<file path="src/rtl/brom_map.sv">
//------------------------------------------------------------------------------
// brom_map : boot-ROM overlay and address decode between the CPU bus and the
//            256-byte boot ROM / external cartridge bus, with sticky unlock.
// Revision : 1.0 - initial release
//------------------------------------------------------------------------------
`default_nettype none

module brom_map #(
    parameter logic [15:0] LOCK_ADDR = 16'hFF50,
    parameter logic [15:0] BROM_TOP  = 16'h00FF
) (
    input  logic        clk,
    input  logic        rst,
    input  logic [15:0] a,
    input  logic [7:0]  din,
    input  logic        rd,
    input  logic        wr,
    output logic [7:0]  dout,
    output logic        rd_valid,
    output logic [7:0]  brom_a,
    input  logic [7:0]  brom_d,
    output logic [15:0] ext_a,
    output logic [7:0]  ext_dout,
    input  logic [7:0]  ext_din,
    output logic        ext_rd,
    output logic        ext_wr,
    output logic        boot_en,
    output logic        boot_done
);

    localparam logic [7:0] c_LOCK_RDATA = 8'hFF;

    logic       r_boot_en;
    logic       r_boot_done;
    logic       r_rd_valid;
    logic [7:0] r_dout;

    logic       w_brom_hit;
    logic       w_lock_hit;
    logic       w_rd_eff;
    logic       w_unlock;
    logic [7:0] w_rdata;

    assign w_brom_hit = r_boot_en && (a <= BROM_TOP);
    assign w_lock_hit = (a == LOCK_ADDR);

    // A simultaneous rd+wr is treated as a pure write.
    assign w_rd_eff   = rd && !wr;
    assign w_unlock   = wr && w_lock_hit && (din != 8'h00) && r_boot_en;

    assign brom_a   = a[7:0];
    assign ext_a    = a;
    assign ext_dout = din;
    assign ext_rd   = w_rd_eff && !w_brom_hit && !w_lock_hit;
    assign ext_wr   = wr && !w_lock_hit;

    always_comb begin
        w_rdata = ext_din;
        if (w_brom_hit) begin
            w_rdata = brom_d;
        end else if (w_lock_hit) begin
            w_rdata = c_LOCK_RDATA;
        end
    end

    always_ff @(posedge clk) begin
        if (rst) begin
            r_boot_en   <= 1'b1;
            r_boot_done <= 1'b0;
            r_rd_valid  <= 1'b0;
            r_dout      <= 8'h00;
        end else begin
            r_rd_valid  <= w_rd_eff;
            r_boot_done <= w_unlock;
            if (w_rd_eff) begin
                r_dout <= w_rdata;
            end
            // Sticky: only reset can re-map the boot ROM.
            if (w_unlock) begin
                r_boot_en <= 1'b0;
            end
        end
    end

    assign dout      = r_dout;
    assign rd_valid  = r_rd_valid;
    assign boot_en   = r_boot_en;
    assign boot_done = r_boot_done;

endmodule

`default_nettype wire

</file>
<file path="config.mk">
export PLATFORM = sky130hd
export DESIGN_NAME = brom_map
export DESIGN_NICKNAME = d
export VERILOG_FILES = /design/src/rtl/brom_map.sv
export SDC_FILE = /design/constraint.sdc
export NUM_CORES = 1
export LEC_CHECK = 0
export CAP_MARGIN = 25
export CELL_PAD_IN_SITES_DETAIL_PLACEMENT = 1
export CELL_PAD_IN_SITES_GLOBAL_PLACEMENT = 2
export CORE_MARGIN = 8
export CORE_UTILIZATION = 11
export CTS_BUF_LIST = sky130_fd_sc_hd__clkbuf_2 sky130_fd_sc_hd__clkbuf_4 sky130_fd_sc_hd__clkbuf_8
export DETAILED_ROUTE_END_ITERATION = 12
export HOLD_SLACK_MARGIN = 0.06
export PLACE_DENSITY = 0.87
export SYNTH_ARGS = -nofsm -noshare
export SYNTH_HDL_FRONTEND = slang
export SYNTH_SLANG_ARGS = --single-unit
</file>
<file path="constraint.sdc">
create_clock -name clk -period 1.8 [get_ports clk]
set_clock_uncertainty 0.15 [all_clocks]
set_input_delay 0.27 -clock clk [delete_from_list [all_inputs] [get_ports clk]]
set_output_delay 0.27 -clock clk [all_outputs]
set_load 0.05 [all_outputs]
</file>
==> impl_metrics.tcl <==
set metrics [dict create \
    coreArea_sq_mm 0.00679 \
    ys_async_sr_fraction_pct 0 \
    setup_viol 12 \
    dp_cells 261 \
    cts_tree "yes" \
    antenna_cells 0 \
    clkSinkCount 11 \
    slowest_delay_ns 0.54 \
    wl_mm 3.76 \
    track_usage_pct 7.13 \
    cts-root-buf "clkbuf_8" \
    r2r_end "dout[1]" \
    wire_per_inst_microns 14.1 \
    synth_fp_nets 136 \
    io_pins 89 \
    total_power_mw 1.12 \
    hold_viol_final 0 \
    gp_congestion 0.688 \
    synth_commonest_cells "32 x buf_4, 19 x nor2_1, 11 x dfxtp_1" \
    clockBufferDepth 2 \
    fin_crit_sh_pct 122 \
    hold_path_depth 1 \
    cts_max_level 1 \
    worstPathArrival_ns 1.77 \
    violations "negative setup slack" \
    viasPerCell 3.50 \
    crit_path_cell_trace "buf_6 > or4_1 > or4_4 > nand3_4 > clkinvlp_4 > buf_12" \
    routed-via-count 931 \
    min_to "boot_en" \
    slew_headroom_pct 68.6 \
    drcViolationCount 0 \
    grt_max_degree 12 \
    path_class "in2out" \
    syn_area_per_cell_sq_um 8.38 \
    syn-cell-area_sq_um 771 \
    grt_remaining_overflow 0 \
    hpwl_mm 3.34 \
    drive_above_1_share_pct 52.4 \
    ctsHoldBuffers 0 \
    cp_top_family "simple AND/OR/NAND/NOR gates" \
    worstMarginPinSlew_ns 0.469 \
    worstRegToRegCells 6 \
    postRouteAntennaNets 0 \
    yosys_warnings 0 \
    numCtsBuffers 3 \
    synthFlopType "dfxtp_1" \
    synth.most_common_cell "buf_4" \
    dieArea_sq_mm 0.00994 \
    report.final.slew_viol_count 0 \
    nets 215 \
    end_kind "primary output" \
    cp_num_buf_inv 3 \
    rows 30 \
    area_delta_synth_final_pct 175 \
    dieHeight_microns 99.7 \
    synth_seq_cells 11 \
    period_needed_ns 2.19 \
    synth_cell_types 19 \
    n_fill_cell 769 \
    synthCells 92 \
    synth-seq-area-share_pct 28.6 \
    synth_edf_count 0 \
    path_clk_slew_ns 0.05 \
    instances_no_fill 266 \
    crit_slowest_cell "or4_4" \
    port_buffers 88 \
    clk_latency_ns 0.23 \
    required_ns 1.38 \
    status "finished, violations left" \
    start_util_pct 11.3 \
    p_per_area_mw_per_mm2 531 \
    hp-start "boot_en" \
    ir_drop_uv 140 \
    grt_pass1_vias 1078 \
    critPathLaunchType "input port" \
    drt_iter0_drc 19 \
    antenna_found_initial 0 \
    place_ws_ns -0.700 \
    dr.pass1.iters 2 \
    rrSetupSlack_ns 0.32 \
    r2r_start "boot_en" \
    power.leakage_nw 0.900 \
    drv_cap 0 \
    rsz0062_at_grt "yes" \
    grt_pass1_wl_mm 5.61 \
    synth_area_leaders "buf_4 31%, dfxtp_1 29%, o221a_2 12%, nor2_1 9.3%, nor4_1 2.4%" \
    die_width_microns 99.7 \
    min_path_type "reg2reg" \
    crit_fanout 3 \
    layout_setup_ws_ns -0.394 \
    synth_area_leader_cell "buf_4" \
    yosys.area.top_type_share_pct 31.2 \
    timing.fmax_mhz 456 \
]
[routing by layer]
layer	routed length, microns	part of all wire, %	global-route usage, %	vias up
li1	-	-	-	448
met1	1260	34	6.82	435
met2	2040	54	13.4	46
met3	426	11	3.07	2
met4	30	0.80	2.10	0
met5	0	0	0	-
[sequential cells by signal, summed over array words and instances (netlist names)]
signal	cells
boot_done	1
dout	8
rd_valid	1
boot_en	1
[kinds of logic (layout without fill, tap and decap cells)]
kind of cell    count (synthesis)  count (layout)  share of synthesized area [%]
buf+inv                        37             115                           33.6
simple gates                   34              34                           24.0
flops                          11              11                           28.6
compound gates                 10              10                           13.8
[worst max path at each step]
stage | to | start | depth (start not counted)
4_1_cts | ext_rd | a[1] | 6
5_1_grt | ext_rd | a[1] | 6
6_report | ext_rd | a[1] | 6
3_5_place_dp | ext_wr | a[7] | 5
2_1_floorplan | ext_rd | a[7] | 4
3_3_place_gp | ext_wr | a[7] | 5
[worst reg2reg max path: stages, from the launching register on]
cell	delay (ns)
dfxtp_2	0.33
nand4_1	0.11
buf_4	0.14
nand3_4	0.08
buf_4	0.16
buf_8	0.14
o221a_2	0.26
[timing repair]
item | in CTS | in global routing
pin swaps | 6 | 1
gates resized for setup | 22 | 15
setup endpoints to repair | 12 | 12
buffers inserted | 1 | 1
endpoints found under the hold margin | 0 | 0
[power by group]
part           internal (mW)  total, mW  switching [mW]
combinational          0.297      0.595           0.298
sequential             0.257      0.263         0.00641
clock                  0.171      0.265          0.0946
[through the flow]
step / hold WS [ns] / util [%] / cell area, sq um / setup TNS [ns]
finish: 0.338 / 31.2 / 2120 / -1.81
global route: 0.370 / 31.2 / 2120 / -2.12
CTS: 0.351 / 29.7 / 2020 / -1.98
detailed placement: 0.335 / 29.2 / 1980 / -7.25
global placement: 0.314 / 29.2 / 1980 / -7.20
floorplan: 0.249 / - / 783 / -0.534
[final cells by class]
class                      count  area [sq um]  area share, %
clock buffer                   4          48.8           2.30
inverter                       2          11.3          0.532
multi-input combinational     44           370           17.5
sequential                    11           221           10.5
tap                           96           120           5.67
timing repair buffer         109          1350           63.5
[placed cells by master, fill, tap and decap left out]
master / Yosys / final
a211o_1: 1 / 1
a21o_1: 1 / 1
and2_4: 0 / 1
buf_12: 0 / 33
buf_2: 0 / 1
buf_4: 32 / 31
buf_6: 0 / 2
buf_8: 0 / 2
clkbuf_4: 0 / 1
clkbuf_8: 0 / 3
clkdlybuf4s15_1: 0 / 2
clkdlybuf4s50_1: 0 / 30
clkinvlp_4: 0 / 1
dfxtp_1: 11 / 10
dfxtp_2: 0 / 1
dlygate4sd2_1: 0 / 7
dlymetal6s2s_1: 0 / 1
inv_1: 2 / 1
nand2_1: 1 / 1
nand3_4: 0 / 1
nand4_1: 2 / 2
nand4b_1: 2 / 2
nor2_1: 19 / 19
nor2b_1: 1 / 1
nor3b_2: 1 / 1
nor4_1: 3 / 2
nor4_2: 0 / 1
o221a_2: 8 / 1
o221a_4: 0 / 7
or2_4: 0 / 1
or4_1: 1 / 1
or4_4: 1 / 1
Note: power is estimated with default switching activity, not from simulation.
